`config.mk`:
```
export PLATFORM = sky130hd
export DESIGN_NAME = controle_multiciclo
export DESIGN_NICKNAME = d
export VERILOG_FILES = /design/src/rtl/controle_multiciclo.sv
export SDC_FILE = /design/constraint.sdc
export NUM_CORES = 1
export LEC_CHECK = 0
export CAP_MARGIN = 20
export CORE_AREA = 4 4 41 43
export CTS_BUF_LIST = sky130_fd_sc_hd__clkbuf_8
export CTS_CLUSTER_DIAMETER = 60
export DETAILED_ROUTE_END_ITERATION = 7
export DIE_AREA = 0 0 45 47
export GPL_ROUTABILITY_DRIVEN = 0
export HOLD_SLACK_MARGIN = 0.02
export MAX_ROUTING_LAYER = met4
export PLACE_DENSITY = 0.8
export SLEW_MARGIN = 0
export SYNTH_ARGS = -nofsm -noshare
export SYNTH_HDL_FRONTEND = slang
export SYNTH_SLANG_ARGS = --single-unit
```
`constraint.sdc`:
```
create_clock -name clock -period 1.6 [get_ports clock]
set_input_delay 0.32 -clock clock [delete_from_list [all_inputs] [get_ports clock]]
set_output_delay 0.32 -clock clock [all_outputs]
set_load 0.005 [all_outputs]
```
`src/rtl/controle_multiciclo.sv`:
```
// controle_multiciclo: multicycle main control FSM for the MIPS datapath.
// Decodes the instruction opcode and steps through fetch, decode, execute,
// memory and write-back, driving every datapath enable and mux select.
//
// Ports:
//   clock, reset          rising-edge clock; asynchronous active-high reset
//   opcode[5:0]           instruction bits [31:26] from the IR
//   controle_jr           jr flag from controle_ula (used only in R_EXEC)
//   ula_opcode[1:0]       ALU class: 00 add, 01 sub, 10 funct
//   pc_escreve            unconditional PC write
//   pc_escreve_cond       PC write qualified by ALU zero
//   iord                  memory address select (0 PC, 1 ALUOut)
//   mem_le, mem_escreve   memory read / write strobes
//   ir_escreve            IR load
//   reg_dst               destination (0 rt, 1 rd)
//   mem_para_reg          write-back source (0 ALUOut, 1 MDR)
//   reg_escreve           register file write
//   ula_fonte_a           ALU A (0 PC, 1 A)
//   ula_fonte_b[1:0]      ALU B (00 B, 01 4, 10 imm, 11 imm<<2)
//   fonte_pc[1:0]         PC source (00 ALU, 01 ALUOut, 10 jump, 11 A)
//   opcode_invalido       one-cycle pulse on an unsupported opcode in DECODE
//   estado[3:0]           current state code (debug)
//
// Configuration macro: CONTROLE_ADDI_EN builds the addi states (11, 12);
// without it opcode 001000 is reported as invalid.
module controle_multiciclo (
  input  logic       clock,
  input  logic       reset,
  input  logic [5:0] opcode,
  input  logic       controle_jr,
  output logic [1:0] ula_opcode,
  output logic       pc_escreve,
  output logic       pc_escreve_cond,
  output logic       iord,
  output logic       mem_le,
  output logic       mem_escreve,
  output logic       ir_escreve,
  output logic       reg_dst,
  output logic       mem_para_reg,
  output logic       reg_escreve,
  output logic       ula_fonte_a,
  output logic [1:0] ula_fonte_b,
  output logic [1:0] fonte_pc,
  output logic       opcode_invalido,
  output logic [3:0] estado
);

  typedef enum logic [3:0] {
    INICIO    = 4'd0,
    FETCH     = 4'd1,
    DECODE    = 4'd2,
    MEM_ADDR  = 4'd3,
    MEM_READ  = 4'd4,
    MEM_WB    = 4'd5,
    MEM_WRITE = 4'd6,
    R_EXEC    = 4'd7,
    R_WB      = 4'd8,
    BEQ       = 4'd9,
    JUMP      = 4'd10
`ifdef CONTROLE_ADDI_EN
    ,
    ADDI_EXEC = 4'd11,
    ADDI_WB   = 4'd12
`endif
  } state_t;

  localparam logic [5:0] OP_LW   = 6'b100011;
  localparam logic [5:0] OP_SW   = 6'b101011;
  localparam logic [5:0] OP_R    = 6'b000000;
  localparam logic [5:0] OP_BEQ  = 6'b000100;
  localparam logic [5:0] OP_J    = 6'b000010;
`ifdef CONTROLE_ADDI_EN
  localparam logic [5:0] OP_ADDI = 6'b001000;
`endif

  state_t state_q, state_d;

  always_ff @(posedge clock or posedge reset) begin
    if (reset) state_q <= INICIO;
    else       state_q <= state_d;
  end

  assign estado = state_q;

  always_comb begin
    state_d         = INICIO;
    ula_opcode      = 2'b00;
    pc_escreve      = 1'b0;
    pc_escreve_cond = 1'b0;
    iord            = 1'b0;
    mem_le          = 1'b0;
    mem_escreve     = 1'b0;
    ir_escreve      = 1'b0;
    reg_dst         = 1'b0;
    mem_para_reg    = 1'b0;
    reg_escreve     = 1'b0;
    ula_fonte_a     = 1'b0;
    ula_fonte_b     = 2'b00;
    fonte_pc        = 2'b00;
    opcode_invalido = 1'b0;

    case (state_q)
      INICIO: state_d = FETCH;
      FETCH: begin
        mem_le      = 1'b1;
        ir_escreve  = 1'b1;
        pc_escreve  = 1'b1;
        ula_fonte_b = 2'b01;
        state_d     = DECODE;
      end
      DECODE: begin
        ula_fonte_b = 2'b11;
        case (opcode)
          OP_LW, OP_SW: state_d = MEM_ADDR;
          OP_R:         state_d = R_EXEC;
          OP_BEQ:       state_d = BEQ;
          OP_J:         state_d = JUMP;
`ifdef CONTROLE_ADDI_EN
          OP_ADDI:      state_d = ADDI_EXEC;
`endif
          default: begin
            opcode_invalido = 1'b1;
            state_d         = FETCH;
          end
        endcase
      end
      MEM_ADDR: begin
        ula_fonte_a = 1'b1;
        ula_fonte_b = 2'b10;
        state_d     = (opcode == OP_SW) ? MEM_WRITE : MEM_READ;
      end
      MEM_READ: begin
        mem_le  = 1'b1;
        iord    = 1'b1;
        state_d = MEM_WB;
      end
      MEM_WB: begin
        reg_escreve  = 1'b1;
        mem_para_reg = 1'b1;
        state_d      = FETCH;
      end
      MEM_WRITE: begin
        mem_escreve = 1'b1;
        iord        = 1'b1;
        state_d     = FETCH;
      end
      R_EXEC: begin
        ula_fonte_a = 1'b1;
        ula_opcode  = 2'b10;
        // jr completes here: PC loads from A and write-back is skipped
        if (controle_jr) begin
          pc_escreve = 1'b1;
          fonte_pc   = 2'b11;
          state_d    = FETCH;
        end else begin
          state_d    = R_WB;
        end
      end
      R_WB: begin
        reg_dst     = 1'b1;
        reg_escreve = 1'b1;
        state_d     = FETCH;
      end
      BEQ: begin
        ula_fonte_a     = 1'b1;
        ula_opcode      = 2'b01;
        pc_escreve_cond = 1'b1;
        fonte_pc        = 2'b01;
        state_d         = FETCH;
      end
      JUMP: begin
        pc_escreve = 1'b1;
        fonte_pc   = 2'b10;
        state_d    = FETCH;
      end
`ifdef CONTROLE_ADDI_EN
      ADDI_EXEC: begin
        ula_fonte_a = 1'b1;
        ula_fonte_b = 2'b10;
        state_d     = ADDI_WB;
      end
      ADDI_WB: begin
        reg_escreve = 1'b1;
        state_d     = FETCH;
      end
`endif
      default: state_d = INICIO;
    endcase
  end

endmodule

```
-- After elaboration in Yosys (flattened, before gate mapping)
Cells that the tools add are included.
Widths: inputs -> output; s select.
- equality and inequality tests: 14
- muxes and demuxes: 21
- reductions and logical operators: 10
- operators by type and width (operator ; count):
    $pmux 4 s6 ; 1
    $eq 4x3->1 const B ; 4
    $pmux 4 s4 ; 1
    $eq 4x4->1 const B ; 3
    $eq 6x6->1 const B ; 2
    $mux 1 ; 12
    $pmux 2 s3 ; 2
    $reduce_or 2->1 ; 5
    $eq 4x2->1 const B ; 2
    $eq 6x2->1 const B ; 1
    $eq 6x3->1 const B ; 1
    $logic_not 6->1 ; 1
    $reduce_or 6->1 ; 1
    $reduce_or 5->1 ; 1
    $eq 4x1->1 const B ; 1
    $logic_not 4->1 ; 1
    $mux 2 ; 2
    $mux 4 ; 1
    $pmux 2 s2 ; 1
    $reduce_or 3->1 ; 1
    $pmux 1 s2 ; 1
- flip-flop bits (word level): 4
- input port bits: 9
- output and inout bits: 21
- logic and storage cells: 46

-- Logic depth before layout (Yosys ltp)
Gate-level depths: netlist (run 1).
- depth in word-level cells: 4
- mapped depth: 4
- gate-level depth less buffers: 3

-- Worst setup path after synthesis (run 1)
No wires, ideal clock.
- path type: register to output
- start point: register state_q[3], in the netlist estado[3]
- end point: output port opcode_invalido
- arrival time: 1.202 ns
- setup slack: 0.078 ns
- stages on the path, launching flop included: 5
- buffers on the path: 1
- cell sequence: dfrtp_1 or2_1 clkbuf_1 or2_1 nor3_1
- cells in the longest elaborated chain, start to end: 2
- RTL lines (element ; RTL line ; text):
    start, declared ; 76 ; state_t state_q, state_d;
    start signal, assigned ; 80 ; else state_q <= state_d;
    $eq 4x2->1 ; 102 ; case (state_q)
    $mux 1 ; 102 ;
    end, declared ; 44 ; output logic opcode_invalido,
No other way between the ends.

-- Worst setup path in the final report (run 1)
- start point: register state_q[3], in the netlist estado[3]
- end point: output port fonte_pc[0]
- cells in the longest elaborated chain, start to end: 2
- elaborated cells between the ends (all ways): 4
- classes of those cells: eq/ne (3); mux (1)
- RTL lines (element ; RTL line ; text):
    $eq 4x4->1 or $eq 4x3->1 (tied branches) ; 102 ;
    $pmux 2 s3 (*) ; 102 ;
    end, declared ; 43 ; output logic [1:0] fonte_pc,
Every way passes the cells marked *; elsewhere a longest branch is shown, timed or not.

==> results of run 1 <==
worst max-delay path: stages, from the launching register on:
cell     delay (ns)
dfrtp_1        0.41
buf_6          0.14
and2b_2        0.24
buf_6          0.12
a31oi_1        0.18
nor2_1         0.07
buf_2          0.13
routing by layer:
layer,up-vias,global-route usage
li1,366,-
met1,377,0.279
met2,58,0.458
met3,12,0.0575
met4,0,0.152
met5,-,-
through the flow:
stage           util  total power (W)
3_5_place_dp   0.699          0.00115
2_1_floorplan      -         0.000591
4_1_cts        0.792          0.00149
3_3_place_gp   0.699          0.00115
6_report       0.892          0.00181
5_1_grt        0.892          0.00191
cells in the final DEF (no fill, tap or decap), drive strengths merged, types with 2 or more instances in the layout:
cell type	synthesis	layout
or2	2	2
nand3	3	3
clkdlybuf4s50	0	4
inv	5	5
nand2	2	2
o22ai	2	2
nand2b	5	5
dfrtp	4	4
a21oi	4	4
nor2	10	10
nor3	4	4
clkbuf	2	3
and2b	2	2
dlygate4sd2	0	6
buf	4	54
xnor2	2	2
what timing repair did:
action | 4_1_cts | 5_1_grt
pin swaps | 11 | 13
endpoints found under the hold margin | 0 | 0
setup endpoints to repair | 22 | 22
resized for setup | 92 | 23
buffers inserted | 10 | 6
where the power goes:
| group | switching [W] | internal (W) | leakage (nW) |
|---|---|---|---|
| sequential | 0.0000473 | 0.000138 | 0.0506 |
| clock | 0.0000576 | 0.000161 | 0.0216 |
| combinational | 0.000643 | 0.000761 | 0.510 |
worst max path at each step:
stage	start	slack (ns)	depth (start not counted)	end
2_1_floorplan	estado[3]	0.08	4	opcode_invalido
3_3_place_gp	opcode[0]	-0.54	5	opcode_invalido
3_5_place_dp	opcode[0]	-0.57	5	opcode_invalido
4_1_cts	estado[2]	-0.13	5	reg_escreve
5_1_grt	estado[3]	-0.31	6	fonte_pc[0]
6_report	estado[3]	-0.25	6	fonte_pc[0]
synth_stat cells (all sizes together), types with 2 or more instances:
cell type / n
and2b: 2
clkbuf: 2
nand2b: 5
buf: 4
o22ai: 2
nand3: 3
nand2: 2
or2: 2
a21oi: 4
dfrtp: 4
xnor2: 2
nor3: 4
inv: 5
nor2: 10
logic make-up (layout without fill, tap and decap cells):
family	Yosys count	in the layout	share of synthesized area
AOI/OAI and AO/OA	16	16	0.238
and+or+nand+nor	34	34	0.402
buffers and inverters	11	74	0.115
DFF	4	4	0.209
xor gates and xnor gates	2	2	0.0366
cell type report:
cell class,count,area share
clock buffer,3,0.0356
multi-input combinational,52,0.384
sequential,4,0.0873
tap,15,0.0162
timing repair buffer,66,0.461
inverter,5,0.0162
==> metrics.txt, run 1 <==
met3 wire length=228 um; Vias=813; fmax=0.542 GHz; clock latency on the worst-skew pair=0.22 ns; async set or reset register ratio after synthesis=1.00; share of cells above drive strength 1=0.646; FF-to-FF setup slack=-0.04 ns; drt initial violations=25; share of Yosys cell area claimed by the top area cell type=0.209; Port-buffer cells=29; min cycle time layout=1.85 ns; failing checks=setup timing; Metal-1 WL=1000 um; met2 WL=1370 um; worst vdd ir=0.944 mV; Final Hold Vio Count=0; Area Growth Syn to Fin=142%; final count of pins violating max slew=0; Row Count=13; setup repair after global routing missed its margin=true; Distinct cells, synth=33; depth of the most critical reg-to-reg path=5; first-pass GRT wire length=3820 um; critical path arrival=1.53 ns; Startpoint Class=flop; Syn Area/Cell=7.15 um2; Fin Hold WS=0.307 ns; cells after synthesis=67; die width=45 um; Hold Crit Class=input pin to async pin; DRC viols=0; Via density=5.61; Lkg Pwr=0.582 nW; Worst Setup Slack, final=-0.245 ns; final-layout fill cell count=56; critical path class=flop to output port; critical path fanouts, max=3; Worst EP required=1.28 ns; post-placement cell area=910 um2; Crit. End Element=output port; HPWL after DPL=1410 um; Final setup viols=15; max-cap violations=0; Total GRT Usage=0.266; total wire length=2700 um; number of synthesized flops with an enable pin=0; hold buffers post-CTS=0; Worst Clk Skew=0.00342 ns; final non-filler cell total=145; Main synth FF type=dfrtp_1; headroom to the max-slew limit=0.809; power per cell area=1560 nW/um2; Inst Count DP=126; CTS clk-pin slew, worst paths=0.03 ns; Core ar.=1300 um2; Syn. warnings=0; max reg flops=4; RR Endpoint=estado[3]; CTS H-tree lvls=1; CTS tree=yes; flops & latches, synth=4; Ant. Diodes=0; initial antenna violation count=0; CTS sink count=4; Pre-antenna DRT Iters=4; wire per inst=18.6 um; Multi-input gate area=445 um2; Die ar.=2120 um2; Worst R2R Start=estado[1]; Setup TNS Final=-1.78 ns; largest net degree at the start of global routing=11; antenna-violating nets left=0; Mapped Nets=76; CTS root buf=clkbuf_8; dpl ws=-0.571 ns; status=finished with violations; Tcrit/Tclk final=1.15; CTS Buf Count=3; worst slew pin tran=0.283 ns; area leader, netlist=dfrtp_1; vias in the first global route=830; Post-Syn Area=479 um2; highest metal used=met4; Initial Util=0.368; cell area after layout=1160 um2; Nets=141; synth top area cells=dfrtp_1, nor2_1, nand2b_1, a21oi_1, inv_1; FF+latch area=101 um2; clk buf depth=2; sequential share of the synthesized area=0.209; GRT overflow=0; Ports=30; die height=47 um
Power figures use the tool's default switching activity.
==> run 2: changes to the inputs <==
--- a/config.mk
+++ b/config.mk
@@ -6,11 +6,11 @@
 export NUM_CORES = 1
 export LEC_CHECK = 0
 export CAP_MARGIN = 20
-export CORE_AREA = 4 4 41 43
+export CORE_AREA = 2 2 39 41
 export CTS_BUF_LIST = sky130_fd_sc_hd__clkbuf_8
 export CTS_CLUSTER_DIAMETER = 60
 export DETAILED_ROUTE_END_ITERATION = 7
-export DIE_AREA = 0 0 45 47
+export DIE_AREA = 0 0 41 43
 export GPL_ROUTABILITY_DRIVEN = 0
 export HOLD_SLACK_MARGIN = 0.02
 export MAX_ROUTING_LAYER = met4
==> metrics.txt, run 2 (synthesized netlist as in run 1, its figures left out) <==
status=finished with violations; failing checks=setup timing; Lkg Pwr=0.612 nW; worst slew pin tran=0.294 ns; die height=43 um; HPWL after DPL=1370 um; cell area after layout=1130 um2; post-placement cell area=918 um2; vias in the first global route=788; Vias=803; FF+latch area=101 um2; Port-buffer cells=29; power per cell area=1440 nW/um2; critical path class=flop to output port; Power, Total=0.00162 W; commonest non-fill, non-tap cell in the layout=buf_4; clock latency on the worst-skew pair=0.22 ns; share of cells above drive strength 1=0.613; DRC viols=0; CTS root buf=clkbuf_8; min cycle time layout=1.76 ns; first-pass GRT wire length=3640 um; Core ar.=1380 um2; Ports=30; final count of pins violating max slew=0; CTS Buf Count=3; fmax=0.568 GHz; headroom to the max-slew limit=0.804; CTS tree=yes; Row Count=14; Crit. End Element=output port; Fin Hold WS=0.348 ns; largest net degree at the start of global routing=11; total wire length=2260 um; GRT overflow=0; Area Growth Syn to Fin=135%; Initial Util=0.346; CTS clk-pin slew, worst paths=0.03 ns; wire per inst=16.1 um; Worst Clk Skew=0.000559 ns; clk buf depth=2; critical path arrival=1.44 ns; Ant. Diodes=0; Final Hold Vio Count=0; Worst Setup Slack, final=-0.160 ns; Tcrit/Tclk final=1.10; Multi-input gate area=450 um2; Worst EP required=1.28 ns; critical path fanouts, max=5; Via density=5.74; max-cap violations=0; setup repair after global routing missed its margin=true; worst vdd ir=0.919 mV; CTS H-tree lvls=1; CTS sink count=4; max reg flops=4; highest-count cells in the layout ignoring fill and taps=buf_4, buf_2, buf_6; antenna-violating nets left=0; Total GRT Usage=0.312; Final setup viols=11; final-layout fill cell count=84; Startpoint Class=flop; Die ar.=1760 um2; initial antenna violation count=0; Hold Crit Class=input pin to async pin; drt initial violations=20; Nets=135; die width=41 um; Pre-antenna DRT Iters=4
[run 2: cell count changes in the layout (fill, tap and decap cells not counted), sizes merged]
cell and change:
clkbuf +1, dlymetal6s2s +4, buf -7, clkdlybuf4s50 -3, dlygate4sd2 -1
[run 2: metrics by stage]
stage	utilization	setup TNS (ns)	instances	worst slack, ns
5_1_grt	0.814	-1.69	140	-0.203
3_5_place_dp	0.664	-4.98	128	-0.592
3_3_place_gp	0.664	-4.50	128	-0.528
2_1_floorplan	-	0	67	0.0782
4_1_cts	0.749	-1.10	139	-0.167
6_report	0.814	-1.15	140	-0.160
[run 2: routing by layer]
layer / vias to the layer above / global-route usage / part of all wire
met5: - / - / 0
met4: 0 / 0.100 / 0.015
met3: 4 / 0.0524 / 0.067
met2: 44 / 0.519 / 0.53
met1: 396 / 0.362 / 0.39
li1: 359 / - / -
[run 2: final cells by class]
| type | count | share of cell area |
|---|---|---|
| multi-input combinational | 52 | 0.400 |
| inverter | 5 | 0.0189 |
| timing repair buffer | 60 | 0.437 |
| tap | 16 | 0.0178 |
| sequential | 4 | 0.0900 |
| clock buffer | 3 | 0.0367 |
[run 2: critical path, stage by stage, from the launching register on]
cell and delay [ns]:
dfrtp_1 0.40, buf_6 0.13, buf_6 0.12, nor3b_4 0.18, buf_4 0.13, a31oi_1 0.04, nor2_1 0.10, buf_2 0.12
[run 2: where the power goes]
group | internal (W) | leakage [nW] | total (W) | switching [W]
Clock | 0.000161 | 0.0216 | 0.000222 | 0.0000613
Sequential | 0.000138 | 0.0506 | 0.000170 | 0.0000318
Combinational | 0.000658 | 0.539 | 0.00123 | 0.000571
[run 2: worst paths after layout]
path	from	to	slack (ns)	cells after the start
min	reset	estado[0]	0.35	2
max in group asynchronous	reset	estado[1]	1.08	2
max reg2reg	estado[1]	estado[0]	0.01	6
min reg2reg	estado[3]	estado[0]	0.68	2
min in group clock	opcode[1]	estado[0]	0.56	3
max	estado[2]	fonte_pc[0]	-0.16	7
[run 2: timing repair]
item,in CTS,in global routing
gates cloned,0,0
gates resized for setup,91,26
pin swaps,14,11
endpoints found under the setup margin,21,21
buffers inserted,8,2
hold buffers,0,0
